==> config.mk <==
export PLATFORM = sky130hd
export DESIGN_NAME = result_reader
export DESIGN_NICKNAME = d
export VERILOG_FILES = /design/src/rtl/result_reader.sv
export SDC_FILE = /design/constraint.sdc
export NUM_CORES = 1
export LEC_CHECK = 0
export BUFFER_PORTS_ARGS = -buffer_cell sky130_fd_sc_hd__buf_2
export CELL_PAD_IN_SITES_DETAIL_PLACEMENT = 0
export CELL_PAD_IN_SITES_GLOBAL_PLACEMENT = 2
export CORE_ASPECT_RATIO = 1.25
export CORE_UTILIZATION = 30
export CTS_CLUSTER_DIAMETER = 100
export CTS_CLUSTER_SIZE = 20
export DETAILED_ROUTE_END_ITERATION = 8
export PLACE_DENSITY_LB_ADDON = 0.15
export SETUP_SLACK_MARGIN = 0.02
export SLEW_MARGIN = 5
export SYNTH_ARGS = -nofsm -noshare
export SYNTH_HDL_FRONTEND = slang
export SYNTH_SLANG_ARGS = --single-unit
export TNS_END_PERCENT = 10
==> constraint.sdc <==
create_clock -name CLK -period 1.95 [get_ports CLK]
set_input_delay 0.0975 -clock CLK [delete_from_list [all_inputs] [get_ports CLK]]
set_output_delay 0.0975 -clock CLK [all_outputs]
set_load 0.02 [all_outputs]
==> src/rtl/result_reader.sv <==
// Snapshots an N x N mesh of W-bit cells on START and streams them out row-major over a valid/ready port.
// Optional parity output PAR is enabled with the macro RESULT_READER_PARITY_EN.
module result_reader #(
  parameter int N = 3,
  parameter int W = 4
) (
  input  logic                            CLK,
  input  logic                            RST,
  input  logic                            START,
  input  logic                            ABORT,
  input  logic [N*N*W-1:0]                R_IN,
  input  logic                            READY,
  output logic                            VALID,
  output logic [W-1:0]                    DOUT,
  output logic [((N > 2) ? $clog2(N) : 1)-1:0] ROW,
  output logic [((N > 2) ? $clog2(N) : 1)-1:0] COL,
  output logic                            LAST,
  output logic                            BUSY,
  output logic                            DONE
`ifdef RESULT_READER_PARITY_EN
  ,
  output logic                            PAR
`endif
);

  localparam int CELLS = N * N;
  localparam int IW    = $clog2(CELLS);
  localparam int RW    = (N > 2) ? $clog2(N) : 1;
  localparam logic [IW-1:0] IDX_MAX = IW'(CELLS - 1);
  localparam logic [RW-1:0] COL_MAX = RW'(N - 1);

  typedef enum logic [1:0] {
    S_IDLE = 2'd0,
    S_SEND = 2'd1,
    S_FIN  = 2'd2
  } state_t;

  state_t             r_state;
  state_t             w_next;
  logic [CELLS*W-1:0] r_snap;
  logic [IW-1:0]      r_idx;
  logic [RW-1:0]      r_row;
  logic [RW-1:0]      r_col;
  logic [W-1:0]       w_cells [CELLS];
  logic               w_capture;
  logic               w_at_last;
  logic               w_advance;

  // Handshake: a word transfers at a rising edge where VALID=1 and READY=1;
  // VALID never drops while waiting for READY, and DOUT/ROW/COL/LAST hold.
  assign w_capture = (r_state == S_IDLE) && START;
  assign w_at_last = (r_idx == IDX_MAX);
  assign w_advance = (r_state == S_SEND) && READY && !ABORT && !w_at_last;

  always_comb begin
    w_next = r_state;
    case (r_state)
      S_IDLE: if (START) w_next = S_SEND;
      S_SEND: begin
        if (ABORT)                  w_next = S_IDLE;
        else if (READY && w_at_last) w_next = S_FIN;
      end
      S_FIN:   w_next = S_IDLE;
      default: w_next = S_IDLE;
    endcase
  end

  always_ff @(posedge CLK or posedge RST) begin
    if (RST) r_state <= S_IDLE;
    else     r_state <= w_next;
  end

  always_ff @(posedge CLK or posedge RST) begin
    if (RST) begin
      r_snap <= '0;
      r_idx  <= '0;
      r_row  <= '0;
      r_col  <= '0;
    end else if (w_capture) begin
      r_snap <= R_IN;
      r_idx  <= '0;
      r_row  <= '0;
      r_col  <= '0;
    end else if (w_advance) begin
      r_idx <= r_idx + IW'(1);
      if (r_col == COL_MAX) begin
        r_col <= '0;
        r_row <= r_row + RW'(1);
      end else begin
        r_col <= r_col + RW'(1);
      end
    end
  end

  genvar g;
  generate
    for (g = 0; g < CELLS; g++) begin : g_cells
      assign w_cells[g] = r_snap[g*W +: W];
    end
  endgenerate

  // Outputs decode only from registered state and the snapshot, never from R_IN.
  assign VALID = (r_state == S_SEND);
  assign DOUT  = w_cells[r_idx];
  assign ROW   = r_row;
  assign COL   = r_col;
  assign LAST  = VALID && w_at_last;
  assign BUSY  = (r_state != S_IDLE);
  assign DONE  = (r_state == S_FIN);

`ifdef RESULT_READER_PARITY_EN
  assign PAR = VALID & (^DOUT);
`endif

endmodule

==> qor.yml <==
status: "finished clean"
min_from: "R_IN[13]"
grt_pass1_vias: 1714
drtIter0Drc: 39
dpl.hpwl_um: 3555
synth_area_leader_cell: "dfrtp_1"
finalWirelength_um: 4874
diodes: 0
numCtsBuffers: 5
cp-end-kind: "output port"
critPathMaxFanout: 8
final_area_sq_um: 2735
overflow: 0
synth_nets: 213
clock-root-buffer: "clkbuf_8"
synth_top_area_frac: 0.5148
slew_viol_final: 0
yosysWarnings: 0
vias: 1524
fin_ws_ns: 0.1089
max_freq_mhz: 543.2
antenna_found_initial: 0
tns_ns: 0
clock_latency_ns: 0.29
power_density_nw_per_um2: 948.9
grt_max_degree: 47
max-vdd-ir-drop_mv: 0.3371
dr.pass1.iters: 4
drive_gt1_frac: 0.5415
yosysUniqueCellTypes: 33
relSlewSlack: 0.6065
worstSetupStartpoint: "r_idx[1]"
synthesis.area_sq_um: 2236
synth_cells: 170
htree_levels: 2
whs_ns: 0.02527
setup_violations: 0
ios: 53
clk_pin_slew_worst_paths_ns: 0.09
worstMarginPinSlew_ns: 0.5902
total_power_mw: 2.595
core_sq_um: 7104
synth-edff-count: 0
hp-class: "in -> reg"
die_x_um: 79.22
ys_ff_latch: 46
fin_crit_ns: 1.841
gp_congestion: 0.7090
hold_viol_final: 0
synth.area.top_cells: "dfrtp_1 (51%), mux2_2 (19%), mux2_4 (4.7%)"
placed_area_sq_um: 2587
synthArstFlopShare: 1.000
yosysMostFrequentCell: "dfrtp_1"
dieArea_sq_um: 7804
max_cap_violations: 0
cp.required_ns: 1.85
p_leak_nw: 1.250
syn_avg_cell_area_sq_um: 13.15
port_buffers: 52
start_util: 0.3147
rsz0062_at_grt: "yes"
worstPathArrival_ns: 1.74
wl_per_cell_um: 15.28
dp.cells: 308
avgViaCountPerCell: 4.777
critical_path_class: "reg -> out"
utilization: 0.3850
r2r-start: "r_state[1]"
fin_crit_sh: 0.9441
die_h_um: 98.52
cts_max_path_buffers: 2
area.growth.synth_to_final_pct: 22.33
worstSetupStartpointType: "flip-flop"
skew_ns: 0.009871
synth_ff_type: "dfrtp_1"
drc: 0
cts.sinks: 46
ys_top_cells_by_count: "dfrtp_1 (46), mux2_2 (37), nand2_1 (8)"
nets: 271
grt_pass1_wl_um: 8514
tritoncts: "done"
ant_nets: 0
grtUsageTotal: 0.1407
pre_cts_slack_ns: 0.1808
layout.cells.non_filler: 319
ys_seq_area_frac: 0.5148
num_rows: 34
==> layer usage <==
metal	wire, um	vias up	track usage	part of all wire
met5	0	-	0	0
met4	48	0	0.04336	0.0098
met3	212	4	0.02963	0.043
met2	2499	39	0.2434	0.51
met1	2114	754	0.1737	0.43
li1	-	727	-	-
==> worst max-delay path, stage by stage, from the launching register on <==
cell	delay, ns
dfrtp_1	0.37
buf_6	0.16
mux4_2	0.51
nor2_1	0.15
o31ai_2	0.09
buf_2	0.17
==> sequential cells by signal (all words and copies together), names as in the netlist <==
register and flops:
COL 2, r_idx 4, r_snap 36, r_state 2, ROW 2
==> repair_timing <==
item                                   in CTS  in global routing
setup buffers                               1                  1
endpoints found under the hold margin      46                  0
hold buffers                                1                  0
setup endpoints to repair                   3                  2
gates resized for setup                     3                  1
==> layout by cell type, fill, tap and decap left out, drive strengths merged <==
cell type / netlist / final
a211o: 1 / 1
a21oi: 6 / 6
and3b: 1 / 1
and4bb: 1 / 1
buf: 8 / 61
bufinv: 0 / 1
clkbuf: 3 / 7
dfrtp: 46 / 46
dlygate4sd3: 0 / 1
ha: 2 / 2
inv: 5 / 5
mux2: 44 / 44
mux2i: 2 / 2
mux4: 4 / 4
nand2: 8 / 8
nand2b: 1 / 1
nand3: 4 / 4
nand3b: 2 / 2
nand4b: 2 / 2
nand4bb: 1 / 1
nor2: 7 / 7
nor2b: 1 / 1
nor4b: 1 / 1
o21ai: 5 / 5
o22ai: 4 / 4
o31ai: 5 / 5
or2: 1 / 1
or2b: 1 / 1
or3: 1 / 1
or3b: 1 / 1
or4: 2 / 2
==> layout make-up <==
cell class	instances	area, sq um
Fill cell	687	4369
Clock inverter	1	30.03
Multi-Input combinational cell	108	1003
Sequential cell	46	1152
Inverter	5	18.77
Timing Repair Buffer	62	341.6
Tap cell	90	112.6
Clock buffer	7	76.32
==> cells by family (layout without fill, tap and decap cells) <==
logic type      after synthesis  count (layout)  synth area share
mux                          50              50            0.2826
simple gates                 35              35           0.09290
buf+inv                      16              75           0.04141
fa+ha+maj                     2               2           0.01119
compound gates               21              21           0.05708
flops                        46              46            0.5148
==> final timing paths <==
kind                              endpoint  slack (ns)  cells past startpoint
worst max-delay path               DOUT[0]        0.11                      5
worst min-delay path            r_snap[13]        0.03                      2
worst max register to register   r_snap[6]        0.27                      3
worst min register to register  r_snap[17]        0.51                      1
max in group asynchronous         r_idx[0]        1.03                      4
min in group asynchronous       r_snap[21]        0.49                      4
==> power by group <==
part	switching [mW]	leakage [nW]	total, mW	internal [mW]
sequential	0.105	0.555	1.24	1.14
combinational	0.283	0.643	0.659	0.376
clock	0.311	0.0524	0.695	0.384
Power figures use the tool's default switching activity.
